## src/rtl/alu_uart_if.sv

```systemverilog
// alu_uart_if -- framing controller between a UART byte stream and an ALU.
//
// Collects a three-byte frame (A, B, OP) from the receiver. Each byte goes into
// its output register, with a one-cycle load-enable pulse. The design then
// snapshots the ALU result and flags and returns two bytes through the
// transmitter: first the result, then a flag byte {0.., overflow, zero}.
// A partial frame is abandoned if the next byte does not arrive within
// TIMEOUT_CYC cycles.
//
// Ports
//   i_clk, i_rst             clock (rising edge), asynchronous active-low reset
//   i_rx_data, i_rx_done     received byte and its one-cycle valid pulse
//   i_tx_done                transmitter finished the current byte
//   i_alu_result/zero/overflow  ALU outputs, driven from the registered operands
//   o_data_a, o_data_b, o_op operand / opcode values toward the ALU registers
//   o_en_a, o_en_b, o_en_op  one-cycle load enables for those registers
//   o_tx_data, o_tx_start    byte to transmit and its one-cycle start pulse
//   o_busy                   high from LOAD_OP through WAIT_FLG
module alu_uart_if #(
    parameter int NB_DATA     = 8,
    parameter int NB_OP       = 6,
    parameter int TIMEOUT_CYC = 1000
) (
    input  logic               i_clk,
    input  logic               i_rst,
    input  logic [NB_DATA-1:0] i_rx_data,
    input  logic               i_rx_done,
    input  logic               i_tx_done,
    input  logic [NB_DATA-1:0] i_alu_result,
    input  logic               i_alu_zero,
    input  logic               i_alu_overflow,
    output logic [NB_DATA-1:0] o_data_a,
    output logic [NB_DATA-1:0] o_data_b,
    output logic [NB_OP-1:0]   o_op,
    output logic               o_en_a,
    output logic               o_en_b,
    output logic               o_en_op,
    output logic [NB_DATA-1:0] o_tx_data,
    output logic               o_tx_start,
    output logic               o_busy
);

    localparam int CNT_W = $clog2(TIMEOUT_CYC);
    localparam logic [CNT_W-1:0] CNT_LAST = CNT_W'(TIMEOUT_CYC - 1);

    typedef enum logic [3:0] {
        WAIT_A, WAIT_B, WAIT_OP, LOAD_OP, LATCH,
        SEND_RES, WAIT_RES, SEND_FLG, WAIT_FLG
    } state_t;

    state_t             state;
    logic               zero_snap;
    logic               ovf_snap;
    logic [CNT_W-1:0]   cnt;
    logic               timeout;
    logic [NB_DATA-1:0] flag_byte;

    // The counter idles at 0 on entry and reaches CNT_LAST on the
    // TIMEOUT_CYC-th cycle of waiting, so it never needs to wrap.
    assign timeout = (cnt == CNT_LAST);

    always_comb begin
        flag_byte    = '0;
        flag_byte[1] = ovf_snap;
        flag_byte[0] = zero_snap;
    end

    // o_tx_data doubles as the result snapshot: it is loaded from the ALU in
    // LATCH and left untouched until the flag byte replaces it.
    always_ff @(posedge i_clk or negedge i_rst) begin
        if (!i_rst) begin
            state      <= WAIT_A;
            o_data_a   <= '0;
            o_data_b   <= '0;
            o_op       <= '0;
            o_en_a     <= 1'b0;
            o_en_b     <= 1'b0;
            o_en_op    <= 1'b0;
            o_tx_data  <= '0;
            o_tx_start <= 1'b0;
            o_busy     <= 1'b0;
            zero_snap  <= 1'b0;
            ovf_snap   <= 1'b0;
            cnt        <= '0;
        end else begin
            o_en_a     <= 1'b0;
            o_en_b     <= 1'b0;
            o_en_op    <= 1'b0;
            o_tx_start <= 1'b0;
            case (state)
                WAIT_A: begin
                    if (i_rx_done) begin
                        o_data_a <= i_rx_data;
                        o_en_a   <= 1'b1;
                        cnt      <= '0;
                        state    <= WAIT_B;
                    end
                end
                WAIT_B: begin
                    // A byte on the timeout cycle still wins over the timeout.
                    if (i_rx_done) begin
                        o_data_b <= i_rx_data;
                        o_en_b   <= 1'b1;
                        cnt      <= '0;
                        state    <= WAIT_OP;
                    end else if (timeout) begin
                        state <= WAIT_A;
                    end else begin
                        cnt <= cnt + CNT_W'(1);
                    end
                end
                WAIT_OP: begin
                    if (i_rx_done) begin
                        o_op    <= i_rx_data[NB_OP-1:0];
                        o_en_op <= 1'b1;
                        o_busy  <= 1'b1;
                        state   <= LOAD_OP;
                    end else if (timeout) begin
                        state <= WAIT_A;
                    end else begin
                        cnt <= cnt + CNT_W'(1);
                    end
                end
                LOAD_OP: state <= LATCH;
                LATCH: begin
                    o_tx_data  <= i_alu_result;
                    zero_snap  <= i_alu_zero;
                    ovf_snap   <= i_alu_overflow;
                    o_tx_start <= 1'b1;
                    state      <= SEND_RES;
                end
                SEND_RES: state <= WAIT_RES;
                WAIT_RES: begin
                    if (i_tx_done) begin
                        o_tx_data  <= flag_byte;
                        o_tx_start <= 1'b1;
                        state      <= SEND_FLG;
                    end
                end
                SEND_FLG: state <= WAIT_FLG;
                WAIT_FLG: begin
                    if (i_tx_done) begin
                        o_busy <= 1'b0;
                        state  <= WAIT_A;
                    end
                end
                default: begin
                    o_busy <= 1'b0;
                    state  <= WAIT_A;
                end
            endcase
        end
    end

endmodule

```

## config.mk

```make
export PLATFORM = sky130hd
export DESIGN_NAME = alu_uart_if
export DESIGN_NICKNAME = d
export VERILOG_FILES = /design/src/rtl/alu_uart_if.sv
export SDC_FILE = /design/constraint.sdc
export NUM_CORES = 1
export LEC_CHECK = 0
export CORE_ASPECT_RATIO = 1.5
export CORE_MARGIN = 3
export CORE_UTILIZATION = 65
export CTS_CLUSTER_DIAMETER = 40
export DETAILED_ROUTE_END_ITERATION = 12
export DONT_BUFFER_PORTS = 1
export PLACE_DENSITY_LB_ADDON = 0.15
export RECOVER_POWER = 25
export SLEW_MARGIN = 20
export SYNTH_ARGS = -nofsm -noshare
export SYNTH_HDL_FRONTEND = slang
export SYNTH_SLANG_ARGS = --single-unit
```

## constraint.sdc

```tcl
create_clock -name i_clk -period 3.6 [get_ports i_clk]
set_clock_uncertainty 0.1 [all_clocks]
set_input_delay 0.36 -clock i_clk [delete_from_list [all_inputs] [get_ports i_clk]]
set_output_delay 0.36 -clock i_clk [all_outputs]
set_load 0.02 [all_outputs]
```

==> results of run 1 <==
-- path summary, 6_finish.rpt --
check	slack [ps]	start	cells past startpoint	end
min in group asynchronous	470	i_rst	2	cnt[4]
setup / recovery	1540	state[1]	4	cnt[6]
hold reg to reg	420	ovf_snap	1	ovf_snap
max in group asynchronous	2710	i_rst	2	o_tx_data[6]
setup reg to reg	1540	state[1]	4	cnt[6]
hold / removal	80	i_alu_result[2]	1	o_tx_data[2]
-- worst max-delay path, stage by stage, from the launching register on --
cell,delay [ps]
dfrtp_1,700
or3_1,210
nand3_1,210
or3_1,410
mux2_1,320
-- power by group through the flow --
stage	Sequential, mW	Clock (mW)	Combinational, mW
after floorplan	1.16	0	0.608
after global placement	1.26	0	0.579
after detailed placement	1.28	0	0.615
after CTS	1.27	0.424	0.636
after global routing	1.30	0.452	0.694
final	1.26	0.417	0.629
-- sequential cells by signal, summed over array words and instances (netlist names) --
signal,count
o_tx_start,1
o_tx_data,8
o_data_a,8
o_data_b,8
o_busy,1
cnt,10
ovf_snap,1
o_op,6
o_en_a,1
zero_snap,1
state,4
o_en_op,1
o_en_b,1
-- routing by layer --
layer | up-vias | routed length, um
li1 | 674 | -
met2 | 59 | 2350
met1 | 722 | 1620
met3 | 9 | 291
met5 | - | 0
met4 | 0 | 85
-- metrics by stage --
step           area, sq um  util (%)
2_1_floorplan         2280         -
3_3_place_gp          2290      70.5
3_5_place_dp          2290      70.5
4_1_cts               2450      75.3
5_1_grt               2450      75.3
6_report              2450      75.3
-- cell families after synthesis --
logic type	Yosys count	share of synthesized area [%]
AO/OA/AOI/OAI	31	9.23
flip-flops	51	56.0
buffers and inverters	8	1.87
XOR/XNOR	2	0.769
adder cells (fa/ha/maj)	1	0.549
multiplexers	28	15.1
AND/OR/NAND/NOR	61	16.5
-- layout by cell type (no fill, tap or decap), types with 3 or more instances in the layout --
| cell type | n |
|---|---|
| dfrtp_1 | 51 |
| mux2_2 | 17 |
| a21oi_1 | 4 |
| o21ai_1 | 5 |
| nor2b_1 | 4 |
| or3_1 | 4 |
| o21ai_0 | 5 |
| clkbuf_8 | 6 |
| and3_1 | 4 |
| nand2_1 | 6 |
| nand4_1 | 3 |
| nand2b_1 | 3 |
| mux2_4 | 8 |
| nand3_1 | 9 |
| a22o_1 | 9 |
| nor2_1 | 14 |
-- final cells by class --
type	count	area, sq um
Sequential cell	51	1280
Multi-Input combinational cell	123	958
Fill cell	207	802
Clock buffer	6	82.6
Tap cell	40	50.0
Clock inverter	2	38.8
Timing Repair Buffer	2	37.5
Inverter	2	7.51
==> results.json, run 1 <==
{
  "async_reset_ff_share_pct": 100,
  "ys_types": 40,
  "drtPass1Iterations": 4,
  "die_x_um": 54.3,
  "tns_ps": 0,
  "rows": 25,
  "p_int_mw": 1.37,
  "combPwrFrac_pct": 27.2,
  "arrival_ps": 2150,
  "ys_seq_area_share_pct": 56.0,
  "htreeDepth": 2,
  "setup_viol": 0,
  "ir_drop_mv": 0.646,
  "ys_ff_latch": 51,
  "final_cells": 226,
  "antennaDiodeCount": 0,
  "antenna_left": 0,
  "maxCapViolations": 0,
  "fin_crit_ps": 2060,
  "finalWorstSetupSlack_ps": 1540,
  "switching_share_pct": 40.8,
  "grt_pass1_vias": 1530,
  "slew_headroom_pct": 43.2,
  "yosysMostFrequentCell": "dfrtp_1",
  "io_buffers": 0,
  "total_power_mw": 2.31,
  "cts_buffers": 5,
  "die_y_um": 78.5,
  "cts_root_buffer": "clkbuf_8",
  "syn_inst": 182,
  "io-pin-count": 57,
  "synth_area_sq_mm": 0.00228,
  "grt_remaining_overflow": 0,
  "hp-class": "in -> reg",
  "critPathLaunchType": "flop",
  "insertion_delay_ps": 300,
  "cts_buffer_depth": 2,
  "placedCellCount": 216,
  "layout-drive-gt1-share_pct": 20.4,
  "synth_ff_type": "dfrtp_1",
  "synthesis.nets": 205,
  "fp.coreArea_sq_mm": 0.00325,
  "power.switching_mw": 0.942,
  "crit_path_end_kind": "flop",
  "yosys-top-cells-area": "dfrtp_1, mux2_2, mux2_4",
  "gp_congestion": 0.895,
  "cp_max_fo": 14,
  "holdWs_ps": 77.1,
  "path_clk_slew_ps": 90,
  "holdBufCountCts": 2,
  "yosys.area.top_type_share_pct": 56.0,
  "viasPerCell": 6.48,
  "route.detailed.drc": 0,
  "syn2layout_area_growth_pct": 7.64,
  "wl_per_cell_um": 19.3,
  "finalHoldViolations": 0,
  "tightest_slew_ps": 846,
  "synthTopCellsByCount": "dfrtp_1, mux2_2, nor2_1, a22o_1, nand3_1",
  "fin_crit_sh_pct": 57.1,
  "grt_max_degree": 52,
  "power_frac_clock_pct": 18.0,
  "drt_iter0_drc": 62,
  "p_seq_share_pct": 54.7,
  "fmax_mhz": 487,
  "vias": 1464,
  "cts_tree": "built",
  "pre_cts_slack_ps": 1570,
  "grt_pass1_wl_mm": 6.87,
  "postCtsResizedCells": 0,
  "nNetsFinal": 208,
  "antenna_found_initial": 0,
  "p_leak_nw": 1.09,
  "synth_top_cell_by_area": "dfrtp_1",
  "wirelength_mm": 4.35,
  "slew_viol_final": 0,
  "grtUsageTotal_pct": 22.5,
  "cts_sinks": 51,
  "use_met1_pct": 23.6,
  "p_per_area_mw_per_mm2": 943,
  "start_util_pct": 70.0,
  "gr-usage-met3_pct": 8.16,
  "met2_usage_pct": 37.8,
  "critical_path_required_ps": 3700,
  "critPathKind": "reg -> reg",
  "outcome": "complete, no violations",
  "hpwl_mm": 3.07,
  "postSynthAreaPerCell_sq_um": 12.5,
  "busiest_layer": "met2",
  "synth_edf_count": 0,
  "post_cts_buffers": 0,
  "ys_warn_count": 0,
  "rsz0062_at_grt": "false",
  "dieArea_sq_mm": 0.00426
}
Power figures use the tool's default switching activity.
==> run 2, diff against run 1 <==
--- a/config.mk
+++ b/config.mk
@@ -7,7 +7,7 @@
 export LEC_CHECK = 0
 export CORE_ASPECT_RATIO = 1.5
 export CORE_MARGIN = 3
-export CORE_UTILIZATION = 65
+export CORE_UTILIZATION = 56
 export CTS_CLUSTER_DIAMETER = 40
 export DETAILED_ROUTE_END_ITERATION = 12
 export DONT_BUFFER_PORTS = 1
==> constraint.sdc (replaced) <==
create_clock -name i_clk -period 1.7 [get_ports i_clk]
set_clock_uncertainty 0.1 [all_clocks]
set_input_delay 0.17 -clock i_clk [delete_from_list [all_inputs] [get_ports i_clk]]
set_output_delay 0.17 -clock i_clk [all_outputs]
set_load 0.02 [all_outputs]
==> run 2 against run 1 <==
The run now ends with setup timing left; worst hold slack got worse by 3.7 ps; sequential power rose by 110%; combinational power rose to 3.8 times the previous value; critical endpoint is now cnt[8]; highest routed layer unchanged.
==> results.json, run 2 (synthesis results as in run 1) <==
{
  "largest_register_ffs": 10,
  "antenna_found_initial": 0,
  "drtPass1Iterations": 4,
  "drt_iter0_drc": 52,
  "gp_congestion": 0.843,
  "grt_max_degree": 52,
  "cts_sinks": 51,
  "failed_checks": "setup timing",
  "rows": 27,
  "total_power_mw": 6.04,
  "r2r_end": "cnt[8]",
  "arrival_ps": 1940,
  "cts_tree": "built",
  "holdPathEnd": "o_en_a",
  "mostFrequentLayoutCells": "dfrtp_1, buf_4, dlygate4sd3_1",
  "grt_pass1_wl_mm": 9.33,
  "critPathLaunchType": "flop",
  "layout_commonest_cell": "dfrtp_1",
  "hold_start": "i_rx_done",
  "wirelength_mm": 6.33,
  "wl_per_cell_um": 21.9,
  "grtUsageTotal_pct": 25.6,
  "slowest_delay_ps": 430,
  "timing.rr.start": "state[0]",
  "rsz0062_at_grt": "true",
  "crit_buf_inv": 0,
  "holdWs_ps": 73.4,
  "grt_remaining_overflow": 0,
  "critPathTopFamily": "simple AND/OR/NAND/NOR gates",
  "insertion_delay_ps": 310,
  "hold_depth": 3,
  "slew_viol_final": 0,
  "setup_viol": 20,
  "dieArea_sq_mm": 0.00488,
  "hpwl_mm": 3.77,
  "die_y_um": 84.1,
  "p_per_area_mw_per_mm2": 1930,
  "crit_path_end_kind": "flop",
  "fp.coreArea_sq_mm": 0.00378,
  "route.detailed.drc": 0,
  "syn2layout_area_growth_pct": 37.2,
  "ff2ff_path_depth": 4,
  "io-pin-count": 57,
  "cts_root_buffer": "clkbuf_8",
  "start_util_pct": 60.2,
  "fin_crit_sh_pct": 105,
  "cp_max_fo": 6,
  "path_clk_slew_ps": 100,
  "die_x_um": 58.1,
  "finalHoldViolations": 0,
  "antenna_left": 0,
  "cp_cell_sequence": "or3b_4 -> a211o_4 -> nor4_4 -> a211o_1",
  "antennaDiodeCount": 0,
  "regToRegSetupSlack_ps": -80,
  "cts_buffers": 5,
  "htreeDepth": 2,
  "grt_pass1_vias": 1886,
  "regMostFlops": "cnt",
  "fmax_mhz": 563,
  "finalWorstSetupSlack_ps": -77.6,
  "tightest_slew_ps": 1220,
  "maxCapViolations": 0,
  "io_buffers": 0,
  "hp-class": "in -> reg",
  "critPathKind": "reg -> reg",
  "cts_buffer_depth": 2,
  "vias": 1795,
  "nNetsFinal": 268,
  "outcome": "finished with violations",
  "slew_headroom_pct": 18.5,
  "fin_crit_ps": 1780,
  "viasPerCell": 6.21,
  "p_leak_nw": 1.42,
  "ir_drop_mv": 1.59,
  "cp_slowest_cell": "dfrtp_2",
  "critical_path_required_ps": 1860,
  "layout-drive-gt1-share_pct": 41.5
}
## run 2: changes by cell type in the layout (fill, tap and decap cells not counted), sizes merged
| cell | previous run | this run |
|---|---|---|
| buf | 1 | 38 |
| dlygate4sd3 | 1 | 21 |
| clkbuf | 6 | 7 |
| bufinv | 1 | 2 |
| or3 | 4 | 5 |
## run 2: metal layers
metal | part of all wire, % | vias to the layer above | track usage, %
met3 | 4.2 | 14 | 5.26
met1 | 35 | 927 | 26.3
met4 | 3.1 | 0 | 9.49
li1 | - | 792 | -
met2 | 58 | 62 | 48.6
met5 | 0 | - | 0
## run 2: worst reg2reg max path, cell delays in order (launching register included)
cell and delay, ps:
dfrtp_2 430, or3b_4 410, a211o_4 380, nor4_4 290, a211o_1 140
## run 2: per-stage QoR
step | instance area (sq um) | std cells | setup slack (ps) | utilization, % | setup TNS (ps)
floorplan | 2310 | 182 | -1.45 | - | -12.5
global placement | 2570 | 251 | -6.50 | 68.0 | -6.50
detailed placement | 2570 | 251 | -110 | 68.0 | -587
CTS | 2990 | 283 | -68.3 | 79.1 | -184
global route | 3120 | 289 | -144 | 82.6 | -2070
finish | 3120 | 289 | -77.6 | 82.6 | -885
## run 2: layout make-up
cell class                      count  area, sq um
Tap cell                           43         53.8
Fill cell                         185          659
Clock inverter                      3         71.3
Sequential cell                    51         1280
Timing Repair Buffer               61          526
Inverter                            2         7.51
Multi-Input combinational cell    124         1120
Clock buffer                        5         68.8
## run 2: where the power goes
group	total [mW]	switching [mW]	internal (mW)
Clock	1.02	0.426	0.597
Combinational	2.41	1.07	1.34
Sequential	2.61	0.897	1.71
## run 2: worst max path at each step
stage	end	start	depth (start not counted)
after global placement	cnt[8]	state[1]	4
final	cnt[8]	state[0]	4
after global routing	cnt[6]	state[0]	4
after floorplan	o_data_a[0]	state[3]	3
after CTS	cnt[8]	state[1]	4
after detailed placement	cnt[8]	state[1]	4
## run 2: what timing repair did
| item | 4_1_cts | 5_1_grt |
|---|---|---|
| hold endpoints to repair | 85 | 0 |
| hold buffers | 22 | 0 |
| setup buffers | 2 | 5 |
| pin swaps | 3 | 10 |
| resized for setup | 6 | 26 |
| cloned | 0 | 1 |
| setup endpoints to repair | 21 | 37 |
==> run 3, diff against run 2 <==
==> constraint.sdc (replaced) <==
create_clock -name i_clk -period 1.45 [get_ports i_clk]
set_clock_uncertainty 0.1 [all_clocks]
set_input_delay 0.145 -clock i_clk [delete_from_list [all_inputs] [get_ports i_clk]]
set_output_delay 0.145 -clock i_clk [all_outputs]
set_load 0.02 [all_outputs]
==> run 3 against run 2 <==
The flow finishes with violations (DRC, setup timing); routed wire length rose by 25%; first-iteration DRC count rose to 3.1 times the previous value; clock power rose by 7%; utilization rose by 7.2 points; total power rose by 30%; critical path depth rose by 1; largest power group is now combinational logic.
==> results.json, run 3 (synthesis results as in run 1) <==
{
  "die_y_um": 84.1,
  "p_leak_nw": 1.55,
  "p_seq_share_pct": 39.2,
  "grt_pass1_wl_mm": 10.7,
  "fmax_mhz": 556,
  "grt_pass1_vias": 2053,
  "rsz0062_at_grt": "true",
  "power_frac_clock_pct": 13.9,
  "mostFrequentLayoutCells": "dfrtp_1, buf_4, dlygate4sd3_1",
  "grtUsageTotal_pct": 29.2,
  "fin_crit_ps": 1800,
  "grt_remaining_overflow": 0,
  "setup_viol": 46,
  "p_per_area_mw_per_mm2": 2300,
  "arrival_ps": 1900,
  "drtPass1Iterations": 9,
  "insertion_delay_ps": 320,
  "layout_commonest_cell": "dfrtp_1",
  "slew_viol_final": 0,
  "placedCellCount": 255,
  "die_x_um": 58.1,
  "largest_register_ffs": 10,
  "switching_share_pct": 41.8,
  "maxCapViolations": 0,
  "gp_congestion": 0.829,
  "antennaDiodeCount": 0,
  "htreeDepth": 2,
  "wl_per_cell_um": 25.8,
  "critPathLaunchType": "flop",
  "antenna_left": 0,
  "crit_path_end_kind": "flop",
  "hpwl_mm": 3.66,
  "vias": 2026,
  "placed_area_sq_mm": 0.00265,
  "cts_buffer_depth": 2,
  "antenna_found_initial": 0,
  "wirelength_mm": 7.88,
  "cp_max_fo": 9,
  "ir_drop_mv": 1.98,
  "tns_ps": -11310,
  "io-pin-count": 57,
  "regMostFlops": "cnt",
  "rows": 27,
  "critPathKind": "reg -> reg",
  "cts_sinks": 51,
  "grt_max_degree": 52,
  "cts_root_buffer": "clkbuf_8",
  "path_clk_slew_ps": 100,
  "dieArea_sq_mm": 0.00488,
  "failed_checks": "DRC, setup timing",
  "combPwrFrac_pct": 46.9,
  "hp-class": "in -> reg",
  "p_int_mw": 4.55,
  "power.switching_mw": 3.27,
  "outcome": "finished with violations",
  "critical_path_required_ps": 1550,
  "fp.coreArea_sq_mm": 0.00378,
  "pre_cts_slack_ps": -254,
  "syn2layout_area_growth_pct": 49.2,
  "nNetsFinal": 285,
  "viasPerCell": 6.62,
  "drt_iter0_drc": 163,
  "cts_buffers": 5,
  "start_util_pct": 60.2,
  "tightest_slew_ps": 689,
  "fin_area_sq_mm": 0.00340,
  "final_cells": 306,
  "slew_headroom_pct": 54.0,
  "layout-drive-gt1-share_pct": 49.4,
  "finalHoldViolations": 0,
  "fin_crit_sh_pct": 124,
  "finalWorstSetupSlack_ps": -349,
  "io_buffers": 0,
  "cts_tree": "built",
  "route.detailed.drc": 1
}
run 3: path summary, 6_finish.rpt:
path	slack (ps)	end	depth (start not counted)	from
worst max register to register	-350	o_data_a[4]	5	state[3]
max in group asynchronous	410	state[0]	2	i_rst
min in group asynchronous	350	o_tx_data[2]	2	i_rst
worst max-delay path	-350	o_data_a[4]	5	state[3]
worst min-delay path	90	o_tx_start	3	i_tx_done
worst min register to register	470	ovf_snap	1	ovf_snap
run 3: area by class of cell:
cell class | instances | area, sq um
clock buffers | 6 | 82.6
clock inverters | 2 | 38.8
fillers | 139 | 385
inverters | 2 | 7.51
multi-input cells | 124 | 1200
flip-flops and latches | 51 | 1280
well taps | 43 | 53.8
repair buffers | 78 | 736
run 3: critical path: stages (launching register included):
cell and delay (ps):
dfrtp_2 460, nand2b_4 170, buf_4 140, nor4_4 320, buf_12 190, mux2_4 300
run 3: power groups by stage:
stage	Clock, mW	Combinational, mW	Sequential (mW)
global placement	0	2.18	2.99
global route	1.14	3.84	3.11
floorplan	0	1.68	2.88
CTS	1.06	2.86	3.01
finish	1.09	3.67	3.07
detailed placement	0	2.29	3.02
run 3: timing repair:
action,CTS,global route
gates cloned,2,0
resized for setup,24,39
endpoints found under the hold margin,85,51
endpoints found under the setup margin,44,46
setup buffers,11,10
hold buffers,20,2
pin swaps,5,16
run 3: metrics by stage:
step | total power [mW] | hold slack (ps) | util, %
finish | 7.83 | 91.0 | 89.8
global route | 8.10 | 70.9 | 89.8
CTS | 6.93 | -588 | 84.2
detailed placement | 5.31 | -250 | 69.9
global placement | 5.17 | -250 | 69.9
floorplan | 4.56 | -251 | -
run 3: routing by layer:
layer	track usage (%)	share of wire, %	vias to the layer above
met5	0	0	-
met4	15.0	5.1	0
met3	5.57	6.6	39
met2	50.4	52	139
met1	33.2	36	1018
li1	-	-	830
